===== config.mk =====
export PLATFORM = sky130hd
export DESIGN_NAME = mem_access_stage
export DESIGN_NICKNAME = d
export VERILOG_FILES = /design/src/rtl/mem_access_stage.sv
export SDC_FILE = /design/constraint.sdc
export NUM_CORES = 1
export LEC_CHECK = 0
export ABC_CLOCK_PERIOD_IN_PS = 1900
export BUFFER_PORTS_ARGS = -buffer_cell sky130_fd_sc_hd__clkbuf_2
export CAP_MARGIN = 5
export CELL_PAD_IN_SITES_DETAIL_PLACEMENT = 0
export CELL_PAD_IN_SITES_GLOBAL_PLACEMENT = 1
export CORE_ASPECT_RATIO = 1.25
export CORE_MARGIN = 8
export CORE_UTILIZATION = 34
export DETAILED_ROUTE_END_ITERATION = 8
export PLACE_DENSITY_LB_ADDON = 0.1
export SYNTH_ARGS = -nofsm -noshare
export SYNTH_HDL_FRONTEND = slang
export SYNTH_SLANG_ARGS = --single-unit

===== constraint.sdc =====
create_clock -name clk -period 1.9 [get_ports clk]
set_clock_uncertainty 0.15 [all_clocks]
set_input_delay 0.285 -clock clk [delete_from_list [all_inputs] [get_ports clk]]
set_output_delay 0.285 -clock clk [all_outputs]
set_load 0.005 [all_outputs]

===== src/rtl/mem_access_stage.sv =====
// Memory-access pipeline stage: issues word loads/stores over a req/ack
// handshake. While an access is outstanding it holds the upstream stages
// frozen and registers a bubble toward write-back.
module mem_access_stage #(
  parameter int unsigned WORD_WIDTH     = 32,
  parameter int unsigned REG_FILE_DEPTH = 4,
  parameter int unsigned MEM_BASE       = 1024,
  parameter int unsigned MEM_ADDR_WIDTH = 16
) (
  input  logic                      clk,
  input  logic                      rst,
  input  logic [WORD_WIDTH-1:0]     alu_res_in,
  input  logic [WORD_WIDTH-1:0]     val_Rm_in,
  input  logic [REG_FILE_DEPTH-1:0] dst_in,
  input  logic                      mem_read_in,
  input  logic                      mem_write_in,
  input  logic                      WB_en_in,
  output logic                      ready,
  output logic                      ext_req,
  output logic                      ext_we,
  output logic [MEM_ADDR_WIDTH-1:0] ext_addr,
  output logic [WORD_WIDTH-1:0]     ext_wdata,
  input  logic [WORD_WIDTH-1:0]     ext_rdata,
  input  logic                      ext_ack,
  output logic                      wb_en_out,
  output logic                      wb_mem_read_out,
  output logic [REG_FILE_DEPTH-1:0] wb_dst_out,
  output logic [WORD_WIDTH-1:0]     wb_alu_res_out,
  output logic [WORD_WIDTH-1:0]     wb_mem_data_out
);

  typedef enum logic [1:0] {StIdle, StAccess, StDone} state_e;

  state_e                      state_q, state_d;
  logic                        ext_req_q, ext_req_d;
  logic                        ext_we_q, ext_we_d;
  logic [MEM_ADDR_WIDTH-1:0]   ext_addr_q, ext_addr_d;
  logic [WORD_WIDTH-1:0]       ext_wdata_q, ext_wdata_d;
  logic [WORD_WIDTH-1:0]       rdata_buf_q, rdata_buf_d;
  logic                        wb_en_q, wb_en_d;
  logic                        wb_mem_read_q, wb_mem_read_d;
  logic [REG_FILE_DEPTH-1:0]   wb_dst_q, wb_dst_d;
  logic [WORD_WIDTH-1:0]       wb_alu_res_q, wb_alu_res_d;
  logic [WORD_WIDTH-1:0]       wb_mem_data_q, wb_mem_data_d;

  logic                        mem_op;
  logic [WORD_WIDTH-1:0]       byte_off;
  logic [MEM_ADDR_WIDTH-1:0]   word_addr;

  // Word address relative to the data-memory base; low byte bits dropped,
  // underflow simply wraps.
  always_comb begin
    mem_op    = mem_read_in | mem_write_in;
    byte_off  = alu_res_in - WORD_WIDTH'(MEM_BASE);
    word_addr = MEM_ADDR_WIDTH'(byte_off >> 2);
  end

  // Stall decision depends only on state and mem_op, never on ext_ack.
  always_comb begin
    ready = 1'b0;
    unique case (state_q)
      StIdle:   ready = ~mem_op;
      StAccess: ready = 1'b0;
      StDone:   ready = 1'b1;
      default:  ready = 1'b0;
    endcase
  end

  // Access FSM and external request registers.
  always_comb begin
    state_d     = state_q;
    ext_req_d   = ext_req_q;
    ext_we_d    = ext_we_q;
    ext_addr_d  = ext_addr_q;
    ext_wdata_d = ext_wdata_q;
    rdata_buf_d = rdata_buf_q;
    unique case (state_q)
      StIdle: begin
        if (mem_op) begin
          ext_req_d   = 1'b1;
          ext_we_d    = mem_write_in;  // write wins when both are set
          ext_addr_d  = word_addr;
          ext_wdata_d = val_Rm_in;
          state_d     = StAccess;
        end
      end
      StAccess: begin
        if (ext_ack) begin
          rdata_buf_d = ext_rdata;
          ext_req_d   = 1'b0;
          state_d     = StDone;
        end
      end
      StDone:  state_d = StIdle;
      default: state_d = StIdle;
    endcase
  end

  // Write-back register: pass through when ready, bubble otherwise.
  always_comb begin
    wb_en_d       = 1'b0;
    wb_mem_read_d = 1'b0;
    wb_dst_d      = wb_dst_q;
    wb_alu_res_d  = wb_alu_res_q;
    wb_mem_data_d = wb_mem_data_q;
    if (ready) begin
      wb_en_d       = WB_en_in;
      wb_mem_read_d = mem_read_in & ~mem_write_in;
      wb_dst_d      = dst_in;
      wb_alu_res_d  = alu_res_in;
      if (state_q == StDone) begin
        wb_mem_data_d = rdata_buf_q;
      end
    end
  end

  // State update with synchronous reset.
  always_ff @(posedge clk) begin
    if (rst) begin
      state_q       <= StIdle;
      ext_req_q     <= 1'b0;
      ext_we_q      <= 1'b0;
      ext_addr_q    <= '0;
      ext_wdata_q   <= '0;
      rdata_buf_q   <= '0;
      wb_en_q       <= 1'b0;
      wb_mem_read_q <= 1'b0;
      wb_dst_q      <= '0;
      wb_alu_res_q  <= '0;
      wb_mem_data_q <= '0;
    end else begin
      state_q       <= state_d;
      ext_req_q     <= ext_req_d;
      ext_we_q      <= ext_we_d;
      ext_addr_q    <= ext_addr_d;
      ext_wdata_q   <= ext_wdata_d;
      rdata_buf_q   <= rdata_buf_d;
      wb_en_q       <= wb_en_d;
      wb_mem_read_q <= wb_mem_read_d;
      wb_dst_q      <= wb_dst_d;
      wb_alu_res_q  <= wb_alu_res_d;
      wb_mem_data_q <= wb_mem_data_d;
    end
  end

  // Output drives.
  always_comb begin
    ext_req         = ext_req_q;
    ext_we          = ext_we_q;
    ext_addr        = ext_addr_q;
    ext_wdata       = ext_wdata_q;
    wb_en_out       = wb_en_q;
    wb_mem_read_out = wb_mem_read_q;
    wb_dst_out      = wb_dst_q;
    wb_alu_res_out  = wb_alu_res_q;
    wb_mem_data_out = wb_mem_data_q;
  end

endmodule


==> metrics.md <==
| Metric | Value |
|---|---|
| Cells on Worst Hold Path | `3` |
| Worst setup SP type | `register` |
| Dpl hpwl | `13100 um` |
| Pleak | `3.65 nW` |
| Boundary Pins | `227` |
| DR iter-0 viols | `397` |
| Synth warnings | `0` |
| Worst setup EP type | `output port` |
| Setup-failing EPs final | `0` |
| Area contributors post-synth | `dfxtp_1 55%, a21oi_1 13%, nand2_1 8.7%` |
| Setup Buffers After CTS | `0` |
| First-pass GRT wire length | `30800 um` |
| Vias in the first global route | `6124` |
| Port buffer count | `226` |
| CTS Buf Count | `17` |
| R2R depth | `4` |
| Reg2reg start | `state_q[1]` |
| Status | `complete, no violations` |
| Slew Limit Fails | `0` |
| Root buf cell | `clkbuf_16` |
| Final core occ | `0.537` |
| Die width | `131 um` |
| FMAX | `549 MHz` |
| Period utilisation layout | `0.958` |
| Max VDD drop | `0.553 mV` |
| CP Data Required Time | `1.46 ns` |
| # DRC | `0` |
| Clock-pin slew on the worst setup and hold paths | `0.06 ns` |
| Sequential share of the synthesized area | `0.548` |
| Slowest stage cell, crit path | `dfxtp_2` |
| Antenna viol nets, final | `0` |
| Routed WL | `19100 um` |
| Mean Syn Cell Area | `8.11 um^2` |
| Crit Path Category | `register to output port` |
| PD cells | `959 nW/um^2` |
| Register bit total from synthesis | `154` |
| Synthesized instance count | `694` |
| Synth cell types | `27` |
| Min-Delay Startpoint | `alu_res_in[12]` |
| Post-synth top area share | `0.548` |
| CTS H-Tree Depth | `4` |
| RSZ-0062 raised after global routing | `no` |
| Row count | `52` |
| WL/cell | `15.6 um` |
| Yosys top cell by area | `dfxtp_1` |
| Slew HR | `0.723` |
| Worst r2r dst | `ext_addr[15]` |
| # nets final | `1101` |
| Multi-input gate area | `2280 um^2` |
| Initial core utilization | `0.347` |
| Most common cell after layout, fill and taps aside | `clkbuf_2` |
| Max Fanout on Critical Path | `22` |
| Endpoints failing hold | `0` |
| Worst Path Arrival | `1.39 ns` |
| Fill cells | `1542` |
| Tmin final | `1.82 ns` |
| Hold endpoint | `wb_alu_res_out[12]` |
| Critical-path cell list | `buf_4 > nor2_1 > clkbuf_2` |
| Cts hold-fix bufs | `98` |
| Max-Cap Viols | `0` |
| Syn_nets | `801` |
| Worst-skew pair later-pin latency | `0.41 ns` |
| Final hold slack | `0.0199 ns` |
| Avg Vias per Cell | `4.93` |
| Die area | `21000 um^2` |
| Crit path largest cell delay | `0.45 ns` |
| Largest net degree at the start of global routing | `61` |
| Worst slew pin tran | `0.415 ns` |
| Clock Path Buffers | `2` |
| Share of layout cells above drive strength 1 | `0.285` |
| Total GRT Usage | `0.184` |
| Resized Gates After CTS | `0` |
| Placer congestion estimate | `0.780` |
| R2r setup slk | `0.34 ns` |
| # diodes | `0` |
| Reg area | `3080 um^2` |
| Grt ovf | `0` |
| DRT Pass-1 Iters | `6` |
| Die Height | `160 um` |
| Initial antenna violation count | `0` |
| Min-delay worst type | `primary input to register` |
| Total number of vias | `6025` |
| CTS sink count | `154` |
| CTS tree | `done` |
| Area Overhead vs Synth | `54.6%` |
| Synthesized area | `5630 um^2` |
| CORE AREA | `16200 um^2` |
| Commonest cells after routing, fill and taps aside | `225 x clkbuf_2, 153 x dfxtp_1, 151 x a21oi_1` |
## power by group
group	internal (mW)	total [mW]	switching, mW	leakage [nW]
clock network	2.38	3.75	1.37	0.320
logic	0.514	1.09	0.580	2.07
registers	3.41	3.50	0.0897	1.26
total	6.30	8.34	2.04	3.65
## sequential cells by signal, indices dropped and copies added (netlist names)
name,count
ext_we,1
wb_mem_data_out,32
wb_en_out,1
state_q,2
ext_req,1
wb_alu_res_out,32
wb_dst_out,4
ext_addr,16
rdata_buf_q,32
ext_wdata,32
wb_mem_read_out,1
## cell usage after synthesis
| cell | count |
|---|---|
| o31ai_1 | 1 |
| and3b_1 | 1 |
| xor2_1 | 1 |
| o21ai_0 | 80 |
| or4b_1 | 1 |
| a311oi_1 | 5 |
| or3_1 | 5 |
| clkbuf_1 | 56 |
| nand3_1 | 77 |
| a21oi_1 | 151 |
| or4_1 | 1 |
| ha_1 | 1 |
| clkinv_1 | 1 |
| nand2b_1 | 3 |
| nor2b_1 | 1 |
| nand3b_1 | 1 |
| or2_2 | 1 |
| nor4b_1 | 1 |
| dfxtp_1 | 154 |
| o21bai_1 | 1 |
| buf_2 | 11 |
| nand2_1 | 130 |
| nor4bb_1 | 1 |
| inv_1 | 2 |
| o21ba_2 | 1 |
| a211oi_1 | 3 |
| nor2_1 | 3 |
## stage by stage
stage	setup slack [ns]	total power [mW]	setup TNS, ns	instances	instance area [um^2]
6_report	0.0791	8.34	0	1223	8700
5_1_grt	0.00305	8.74	0	1223	8700
4_1_cts	0.0403	8.45	0	1223	8700
3_3_place_gp	0.0513	4.49	0	1093	7060
3_5_place_dp	-0.0318	4.51	-0.0318	1093	7060
2_1_floorplan	0.199	4.02	0	694	5630
## routing by layer
metal,vias up,wire (um),global-route usage
li1,2985,-,-
met1,2821,7460,0.200
met2,180,9660,0.315
met3,39,1440,0.0633
met4,0,556,0.0748
met5,-,0,0
## cell type report
type | count | share of cell area
timing repair buffer | 348 | 0.275
inverter | 3 | 0.00129
tap | 216 | 0.0311
multi-input combinational | 470 | 0.262
clock inverter | 13 | 0.0246
clock buffer | 19 | 0.0509
sequential | 154 | 0.355
## cell families (layout without fill, tap and decap cells)
| kind of cell | count (synthesis) | in the layout | share of synthesized area |
|---|---|---|---|
| AO/OA/AOI/OAI | 242 | 242 | 0.222 |
| XOR/XNOR | 1 | 1 | 0.00156 |
| adder cells (fa/ha/maj) | 1 | 1 | 0.00222 |
| buffers and inverters | 70 | 383 | 0.0491 |
| flip-flops | 154 | 154 | 0.548 |
| AND/OR/NAND/NOR | 226 | 226 | 0.178 |
## worst max-delay path: cells and delay by family, from the launching register on
| kind | cells | cell delay, ns |
|---|---|---|
| AND/OR/NAND/NOR | 1 | 0.10 |
| flip-flops | 1 | 0.45 |
| buffers and inverters | 2 | 0.42 |
## worst max path at each step
| stage | to | startpoint | cells past startpoint |
|---|---|---|---|
| 2_1_floorplan | ext_addr[14] | alu_res_in[10] | 5 |
| 3_3_place_gp | ext_addr[14] | alu_res_in[10] | 6 |
| 3_5_place_dp | ext_addr[14] | alu_res_in[10] | 6 |
| 4_1_cts | ready | state_q[0] | 3 |
| 5_1_grt | ready | state_q[0] | 3 |
| 6_report | ready | state_q[0] | 3 |
No activity file was read; power rests on OpenSTA's default activity.
